### config.mk
export PLATFORM = sky130hd
export DESIGN_NAME = mod_counter
export DESIGN_NICKNAME = d
export VERILOG_FILES = /design/src/rtl/counter_pkg.sv /design/src/rtl/tick_prescaler.sv /design/src/rtl/mod_counter.sv
export SDC_FILE = /design/constraint.sdc
export NUM_CORES = 1
export LEC_CHECK = 0
export ABC_AREA = 1
export CAP_MARGIN = 40
export CORE_AREA = 3 3 40 42
export DETAILED_ROUTE_END_ITERATION = 12
export DIE_AREA = 0 0 43 45
export PLACE_DENSITY_LB_ADDON = 0.25
export SLEW_MARGIN = 10
export SYNTH_ARGS = -nofsm -noshare
export SYNTH_HDL_FRONTEND = slang
export SYNTH_SLANG_ARGS = --single-unit
### constraint.sdc
create_clock -name CLK -period 1.8 [get_ports CLK]
set_clock_uncertainty 0.2 [all_clocks]
set_input_delay 0.18 -clock CLK [delete_from_list [all_inputs] [get_ports CLK]]
set_output_delay 0.18 -clock CLK [all_outputs]
set_load 0.02 [all_outputs]
### src/rtl/counter_pkg.sv
// Shared constants and helpers for the modulo-N counter and its prescaler.
package counter_pkg;

  localparam logic CNT_UP   = 1'b1;
  localparam logic CNT_DOWN = 1'b0;

  // Prescaler phase width; never narrower than one bit so PRESCALE==1 still elaborates.
  function automatic int clog2_min1(input int value);
    int bits;
    bits = 0;
    while ((1 << bits) < value) bits++;
    return (bits < 1) ? 1 : bits;
  endfunction

endpackage

### src/rtl/tick_prescaler.sv
// Divides enabled cycles by PRESCALE; STEP marks the enabled cycle that completes a period.
import counter_pkg::*;

module tick_prescaler #(
  parameter int PRESCALE = 1
) (
  input  logic CLK,
  input  logic CLR,
  input  logic CLRP,
  input  logic EN,
  output logic STEP
);

  localparam int PW = clog2_min1(PRESCALE);

  generate
    if (PRESCALE < 1) begin : g_bad_prescale
      $error("tick_prescaler: PRESCALE must be >= 1");
    end

    if (PRESCALE == 1) begin : g_bypass
      assign STEP = EN;
    end else begin : g_divide
      localparam logic [PW-1:0] LAST = PW'(PRESCALE - 1);

      logic [PW-1:0] phase_q;
      logic [PW-1:0] phase_d;

      assign STEP = EN && (phase_q == LAST);

      // Phase only advances on enabled cycles, so EN low stretches the period exactly.
      always_comb begin
        phase_d = phase_q;
        if (CLRP)      phase_d = '0;
        else if (STEP) phase_d = '0;
        else if (EN)   phase_d = phase_q + PW'(1);
      end

      always_ff @(posedge CLK) begin
        if (CLR) phase_q <= '0;
        else     phase_q <= phase_d;
      end
    end
  endgenerate

endmodule

### src/rtl/mod_counter.sv
// Parametrised modulo-N up/down counter with prescale, load, wrap pulse and sticky overflow.
import counter_pkg::*;

module mod_counter #(
  parameter int WIDTH     = 4,
  parameter int MODULUS   = 16,
  parameter int PRESCALE  = 1,
  parameter int RESET_VAL = 0
) (
  input  logic             CLK,
  input  logic             CLR,
  input  logic             EN,
  input  logic             UP,
  input  logic             LD,
  input  logic [WIDTH-1:0] D,
  output logic [WIDTH-1:0] Q,
  output logic             TC,
  output logic             CO,
  output logic             OVF
);

  generate
    if (WIDTH < 1) begin : g_bad_width
      $error("mod_counter: WIDTH must be >= 1");
    end
    if (MODULUS < 2 || longint'(MODULUS) > (longint'(1) << WIDTH)) begin : g_bad_modulus
      $error("mod_counter: MODULUS must satisfy 2 <= MODULUS <= 2**WIDTH");
    end
    if (RESET_VAL < 0 || RESET_VAL >= MODULUS) begin : g_bad_reset
      $error("mod_counter: RESET_VAL must be < MODULUS");
    end
  endgenerate

  // Held as a WIDTH-bit constant so MODULUS == 2**WIDTH needs no extra bit.
  localparam logic [WIDTH-1:0] MAX_Q = WIDTH'(MODULUS - 1);
  localparam logic [WIDTH-1:0] RST_Q = WIDTH'(RESET_VAL);

  logic [WIDTH-1:0] q_q, q_d;
  logic             co_q, co_d;
  logic             ovf_q, ovf_d;
  logic             step;
  logic             at_max;
  logic             at_zero;

  tick_prescaler #(
    .PRESCALE(PRESCALE)
  ) u_prescaler (
    .CLK (CLK),
    .CLR (CLR),
    .CLRP(LD),
    .EN  (EN),
    .STEP(step)
  );

  assign at_max  = (q_q == MAX_Q);
  assign at_zero = (q_q == '0);

  always_comb begin
    q_d   = q_q;
    co_d  = 1'b0;
    ovf_d = ovf_q;
    if (LD) begin
      q_d   = (D > MAX_Q) ? MAX_Q : D;
      ovf_d = 1'b0;
    end else if (step) begin
      if (UP == CNT_UP) begin
        if (at_max) begin
          q_d   = '0;
          co_d  = 1'b1;
          ovf_d = 1'b1;
        end else begin
          q_d = q_q + WIDTH'(1);
        end
      end else begin
        if (at_zero) begin
          q_d   = MAX_Q;
          co_d  = 1'b1;
          ovf_d = 1'b1;
        end else begin
          q_d = q_q - WIDTH'(1);
        end
      end
    end
  end

  always_ff @(posedge CLK) begin
    if (CLR) begin
      q_q   <= RST_Q;
      co_q  <= 1'b0;
      ovf_q <= 1'b0;
    end else begin
      q_q   <= q_d;
      co_q  <= co_d;
      ovf_q <= ovf_d;
    end
  end

  assign Q   = q_q;
  assign CO  = co_q;
  assign OVF = ovf_q;
  assign TC  = (UP == CNT_UP) ? at_max : at_zero;

endmodule

After elaboration in Yosys (flattened, before gate mapping). Cells that the tools add are included.

Add/subtract/negate cells: 2. Magnitude comparators: 1. Equal/unequal tests: 2. Muxes and demuxes: 13. Bitwise operators: 1. Reduce and logical (&&, ||, !) cells: 6.

Operators by type and width (count): $mux 4 (6); $mux 1 (7); $add 4x1->4 const B (1); $eq 4x4->1 const B (1); $gt 4x4->1 const B (1); $logic_not 4->1 (1); $reduce_bool 2->1 (2); $sub 4x1->4 const B (1); $reduce_and 3->1 (1); $reduce_or 3->1 (1); $ne 2x1->1 const B (1); $reduce_or 2->1 (1); $not 1->1 (1).

Register bits: 6. Input bits: 9.

Depth between registers and ports, before layout. Gate-level depths: netlist (run 1).

Depth in word-level cells: 5. Mapped depth: 8. Gate-level depth less buffers: 8.

Cells and area by module. A second synthesis (run 1) with hierarchy kept.

Cells, all modules: 61. Area, all modules: 407.9 µm².

By module, submodules not included: mod_counter (instances 1, cells an instance 60, area each 400.4 µm²); tick_prescaler (instances 1, cells an instance 1, area each 7.5 µm²).

Worst setup path after synthesis (run 1). OpenSTA, ideal clock, no wires.

Path kind: register -> register. From: reg q_q[0] (netlist: Q[0]). To: reg ovf_q (netlist: OVF). Setup time: 0.066 ns. Arrival time: 1.317 ns. Data required time: 1.534 ns. Setup slack: 0.217 ns. Cell stages (with the launch flop): 6. Path buffers: 0. Period minus slack after synthesis: 1.583 ns. Cells stage by stage: dfxtp_1 > ha_1 > nand3_2 > o21ai_2 > nand2_2 > a21oi_2.

Word-level cells in the longest chain between the ends: 3. Elaborated cells on any way between the ends: 5. Those cells by class: eq/ne (2); reduce/logical (3).

RTL lines: start: declaration (line mod_counter.sv:38) `logic [WIDTH-1:0] q_q, q_d;`; start signal: assignment (line mod_counter.sv:92) `q_q <= q_d;`; $eq 4x4->1 / $logic_not 4->1 (equally long branches) (line mod_counter.sv:55, mod_counter.sv:56); $ne 2x1->1 (no source line) / $reduce_bool 2->1 (equally long branches); $reduce_and 3->1 (no source line) (*); end signal: assignment (line mod_counter.sv:94) `ovf_q <= ovf_d;`; end: declaration (line mod_counter.sv:40) `logic ovf_q, ovf_d;`.

Every way passes the cells marked *; elsewhere a longest branch is shown, timed or not. A chain may end at the register's enable or synchronous reset.

Worst setup path after layout (run 1).
From: reg q_q[0] (netlist: Q[0]). To: out Q[0].

RTL lines: end: declaration (line mod_counter.sv:16) `output logic [WIDTH-1:0] Q,`.

No word-level cell between the ends.

==> flow_metrics.env, run 1 <==
export IMPL_status="finished clean"
export IMPL_power_uw=424
export IMPL_ir_drop_mv=0.364
export IMPL_area_delta_synth_final_pct=67.8
export IMPL_die_y_um=45
export IMPL_yosys_warnings=0
export IMPL_synthArstFlopShare=0
export IMPL_synth_fp_nets=71
export IMPL_h_tree_depth=1
export IMPL_ys_ff_latch=6
export IMPL_antenna_found_initial=0
export IMPL_final_max_slew_viol_count=0
export IMPL_rows=13
export IMPL_netlist_instances=60
export IMPL_pwr_share_comb=0.351
export IMPL_multi_input_area_um2=246
export IMPL_cts_root_buf="clkbuf_4"
export IMPL_crit_path_end_kind="primary output"
export IMPL_relSlewSlack=0.766
export IMPL_insertion_delay_ps=250
export IMPL_core_um2=1280
export IMPL_viasPerCell=4.73
export IMPL_synth_flop_cell="dfxtp_1"
export IMPL_grtUsageTotal=0.138
export IMPL_cap_violations=0
export IMPL_drtPass1Iterations=4
export IMPL_worstMarginPinSlew_ps=350
export IMPL_p_leak_uw=0.000318
export IMPL_finalHoldViolCount=0
export IMPL_cts_clk_slew_worst_paths_ps=50
export IMPL_grt_remaining_overflow=0
export IMPL_timing_final_crit_share=0.965
export IMPL_instances_no_fill=104
export IMPL_num_nets_final=102
export IMPL_clkPwrFrac=0.297
export IMPL_numCtsBuffers=3
export IMPL_grt_max_degree=8
export IMPL_drive_gt1_frac=0.236
export IMPL_finalWirelength_um=1120
export IMPL_finalSetupViolations=0
export IMPL_synthTopCellsByCount="17 x nand2_1, 8 x inv_1, 6 x dfxtp_1"
export IMPL_cp_data_required_time_ps=1420
export IMPL_intPower_uw=294
export IMPL_synth_edf_count=0
export IMPL_vias=492
export IMPL_clock_path_buffers=2
export IMPL_ios=16
export IMPL_seqCellArea_um2=120
export IMPL_ys_seq_area_frac=0.300
export IMPL_n_antenna_cell=0
export IMPL_cts_hold_buffers=0
export IMPL_synthTopCellsByArea="dfxtp_1 30%, nand2_1 16%, inv_1 7.5%, ha_1 6.3%, nand3_1 5.0%"
export IMPL_wire_per_inst_um=10.7
export IMPL_place_port_buffers=15
export IMPL_drc=0
export IMPL_dpl_cell_count=101
export IMPL_die_area_um2=1940
export IMPL_yosys_area_top_type="dfxtp_1"
export IMPL_grt_pass1_vias=475
export IMPL_power_switching_uw=130
export IMPL_reg2reg_depth=9
export IMPL_synth_top_area_frac=0.300
export IMPL_power_frac_seq=0.352
export IMPL_rsz0062_at_grt="no"
export IMPL_power_density_nw_per_um2=631
export IMPL_crit_type="flop to primary output"
export IMPL_postCtsSetupRepairBufs=0
export IMPL_tns_ps=0
export IMPL_synth_area_per_cell_um2=6.67
export IMPL_ant_nets=0
export IMPL_initial_core_util=0.312
export IMPL_cts_sinks=6
export IMPL_fin_crit_ps=1740
export IMPL_fillCellCount=134
export IMPL_cts_tree="done"
export IMPL_crit_path_start_kind="flop"
export IMPL_dpl_hpwl_um=910
export IMPL_critical_path_max_fanout=5
export IMPL_p_sw_frac=0.306
export IMPL_grt_pass1_wl_um=1940
export IMPL_fmax_ghz=0.576
export IMPL_ys_types=19
export IMPL_dr_first_iter_drc_count=2
export IMPL_yosysMostFrequentCell="nand2_1"
export IMPL_die_w_um=43
export IMPL_cp_arrival_ps=1360
export IMPL_netlist_area_um2=400
export IMPL_gp_congestion=0.787
export IMPL_hp_class="flop to flop"
export IMPL_min_path_cells=2
per-stage QoR:
stage	util	setup WS (ps)	hold WS [ps]	area [um2]
6_report	0.523	62.9	252	672
3_3_place_gp	0.507	-134	244	652
3_5_place_dp	0.507	-153	254	652
2_1_floorplan	-	217	49.1	400
4_1_cts	0.524	13.6	260	673
5_1_grt	0.523	6.85	280	672
kinds of logic (layout without fill, tap and decap cells):
| family | Yosys count | after routing | share of synthesized area |
|---|---|---|---|
| AO/OA/AOI/OAI | 9 | 9 | 0.150 |
| buffers and inverters | 9 | 38 | 0.0844 |
| AND/OR/NAND/NOR | 32 | 32 | 0.359 |
| XOR/XNOR | 2 | 2 | 0.0438 |
| adder cells (fa/ha/maj) | 2 | 2 | 0.0625 |
| flip-flops | 6 | 6 | 0.300 |
worst max-delay path, cell delays in order (launching register included):
cell and delay (ps):
dfxtp_1 350, buf_4 160, clkdlybuf4s50_1 600
registers in the layout (all words and copies together) (netlist names):
name  flops
Q         4
CO        1
OVF       1
power groups by stage:
stage                     combinational (uW)  clock, uW  sequential (uW)
after floorplan                         56.7          0              166
after global placement                   150          0              152
after detailed placement                 152          0              152
after CTS                                151        131              149
after global routing                     165        141              151
final                                    149        126              149
repair_timing:
| action | 4_1_cts | 5_1_grt |
|---|---|---|
| resized for setup | 1 | 3 |
| setup endpoints to repair | 1 | 2 |
| pin swaps | 0 | 0 |
path summary, 6_finish.rpt:
path | start | end | slack [ps]
max | Q[0] | Q[0] | 60
min | OVF | OVF | 250
max reg2reg | Q[0] | Q[3] | 240
min reg2reg | OVF | OVF | 250
placed cells by master, fill, tap and decap left out:
cell              n
dfxtp_1           6
dlymetal6s2s_1    1
xnor2_1           1
o21ai_2           1
nand3_1           4
a31oi_1           2
nand2_1          17
nor2_1            5
nand2_2           1
or2_2             1
ha_1              2
o211ai_1          1
inv_1             8
a22oi_1           1
xor2_1            1
clkdlybuf4s50_1  13
clkbuf_2          1
a21oi_1           3
nand3_2           1
a21oi_2           1
buf_4            11
clkbuf_4          3
inv_2             1
nand4_1           3
per-layer routing:
| metal | up-vias | track usage | share of wire |
|---|---|---|---|
| met1 | 221 | 0.165 | 0.43 |
| met4 | 0 | 0.0361 | 0 |
| met2 | 16 | 0.219 | 0.47 |
| met3 | 0 | 0.0757 | 0.098 |
| li1 | 255 | - | - |
| met5 | - | 0 | 0 |
layout make-up:
type,instances,share of cell area
inverter,9,0.0503
sequential,6,0.179
tap,15,0.0279
timing repair buffer,26,0.343
clock buffer,3,0.0335
multi-input combinational,45,0.367
Note: power is estimated with default switching activity, not from simulation.
==> run 2, diff against run 1 <==
--- a/config.mk
+++ b/config.mk
@@ -6,6 +6,7 @@
 export NUM_CORES = 1
 export LEC_CHECK = 0
 export ABC_AREA = 1
+export ABC_CLOCK_PERIOD_IN_PS = 1800
 export CAP_MARGIN = 40
 export CORE_AREA = 3 3 40 42
 export DETAILED_ROUTE_END_ITERATION = 12
==> results of run 2 <==
Same layout as run 1: the final DEF is identical, and so are final timing and power.
==> run 3, diff against run 2 <==
--- a/config.mk
+++ b/config.mk
@@ -11,6 +11,7 @@
 export CORE_AREA = 3 3 40 42
 export DETAILED_ROUTE_END_ITERATION = 12
 export DIE_AREA = 0 0 43 45
+export GPL_TIMING_DRIVEN = 0
 export PLACE_DENSITY_LB_ADDON = 0.25
 export SLEW_MARGIN = 10
 export SYNTH_ARGS = -nofsm -noshare
==> flow_metrics.env, run 3 (synthesized netlist as in run 1, its figures left out) <==
export IMPL_initial_core_util=0.312
export IMPL_fmax_ghz=0.582
export IMPL_cpPeakStageDelay_ps=380
export IMPL_fin_crit_ps=1720
export IMPL_clkPwrFrac=0.315
export IMPL_grtUsageTotal=0.120
export IMPL_r2r_end="Q[3]"
export IMPL_gp_congestion=0.801
export IMPL_h_tree_depth=1
export IMPL_cts_tree="done"
export IMPL_cp_top_family="flip-flops"
export IMPL_r2r_start="Q[0]"
export IMPL_crit_path_end_kind="primary output"
export IMPL_status="finished clean"
export IMPL_timing_final_crit_share=0.954
export IMPL_reg2reg_depth=8
export IMPL_grt_max_degree=8
export IMPL_crit_slowest_cell="dfxtp_2"
export IMPL_place_port_buffers=15
export IMPL_wire_per_inst_um=10.7
export IMPL_crit_end="TC"
export IMPL_finalWirelength_um=999
export IMPL_numCtsBuffers=3
export IMPL_layout_common_cells="17 x nand2_1, 12 x clkdlybuf4s50_1, 8 x inv_1, 5 x nor2_1"
export IMPL_die_y_um=45
export IMPL_reg2reg_slack_ps=340
export IMPL_clock_path_buffers=2
export IMPL_cts_root_buf="clkbuf_4"
export IMPL_ios=16
export IMPL_ant_nets=0
export IMPL_worstMarginPinSlew_ps=338
export IMPL_ir_drop_mv=0.406
export IMPL_drtPass1Iterations=2
export IMPL_cts_clk_slew_worst_paths_ps=50
export IMPL_dpl_hpwl_um=746
export IMPL_critical_path_max_fanout=7
export IMPL_relSlewSlack=0.774
export IMPL_fin_util=0.464
export IMPL_pwr_share_comb=0.292
export IMPL_insertion_delay_ps=250
export IMPL_cp_arrival_ps=1340
export IMPL_setup_slack_ps=82.6
export IMPL_grt_remaining_overflow=0
export IMPL_finalHoldViolCount=0
export IMPL_final_max_slew_viol_count=0
export IMPL_cp_data_required_time_ps=1420
export IMPL_power_switching_uw=124
export IMPL_drive_gt1_frac=0.154
export IMPL_holdWs_ps=252
export IMPL_crit_chain="inv_1 -> ha_1 -> nand4_1 -> o21ai_2 -> buf_4"
export IMPL_grt_pass1_wl_um=1680
export IMPL_finalSetupViolations=0
export IMPL_drc=0
export IMPL_num_nets_final=91
export IMPL_n_antenna_cell=0
export IMPL_p_sw_frac=0.310
export IMPL_intPower_uw=275
export IMPL_path_depth=5
export IMPL_place_ws_ps=-305
export IMPL_power_uw=399
export IMPL_die_w_um=43
export IMPL_dr_first_iter_drc_count=2
export IMPL_postCtsSetupRepairBufs=0
export IMPL_hold_path_startpoint="OVF"
export IMPL_vias=449
export IMPL_startpoint="Q[0]"
export IMPL_rows=13
export IMPL_final_common_cell="nand2_1"
export IMPL_area_delta_synth_final_pct=49.1
export IMPL_viasPerCell=4.83
export IMPL_core_um2=1280
export IMPL_cap_violations=0
export IMPL_crit_buf_inv=2
export IMPL_crit_type="flop to primary output"
export IMPL_crit_path_start_kind="flop"
export IMPL_hp_class="flop to flop"
export IMPL_p_leak_uw=0.000282
export IMPL_power_density_nw_per_um2=669
export IMPL_largest_reg_flops=4
export IMPL_antenna_found_initial=0
export IMPL_cts_sinks=6
export IMPL_power_frac_seq=0.393
export IMPL_rsz0062_at_grt="no"
export IMPL_die_area_um2=1940
export IMPL_grt_pass1_vias=387
[run 3: cell type report]
| type | instances | area [um2] |
|---|---|---|
| Multi-Input combinational cell | 45 | 246 |
| Timing Repair Buffer | 15 | 153 |
| Tap cell | 15 | 18.8 |
| Sequential cell | 6 | 123 |
| Clock buffer | 3 | 22.5 |
| Inverter | 9 | 33.8 |
| Fill cell | 146 | 688 |
[run 3: power by group through the flow]
stage	clock network [uW]	registers (uW)	logic [uW]
floorplan	0	166	56.7
global placement	0	159	117
detailed placement	0	159	119
CTS	131	157	118
global route	148	159	129
finish	126	157	117
[run 3: per-layer routing]
layer,GRT usage,wire length (um)
met4,0.0181,0
met1,0.151,476
met5,0,0
met3,0.0717,82
met2,0.180,440
[run 3: worst min path at each step]
stage | slack, ps | endpoint | cells after the start
CTS | 260 | OVF | 2
global route | 280 | OVF | 2
detailed placement | 250 | OVF | 2
floorplan | 50 | Q[0] | 1
finish | 250 | OVF | 2
global placement | 240 | OVF | 2
[run 3: through the flow]
step	setup TNS, ps	instance area [um2]	instances
after CTS	0	589	93
after floorplan	0	400	60
final	0	597	93
after detailed placement	-305	569	90
after global placement	-309	569	90
after global routing	0	597	93
[run 3: timing repair]
action / in CTS / in global routing
hold buffers: 0 / 0
resized for setup: 6 / 3
pin swaps: 0 / 0
endpoints found under the setup margin: 1 / 3
gates cloned: 0 / 0
[run 3: worst register-to-register path, delay by kind of cell (launching register included)]
kind,cells,cell delay (ps)
AOI/OAI and AO/OA,2,200
adders and majority gates,1,240
buffers and inverters,1,90
DFF,1,380
and+or+nand+nor,4,240
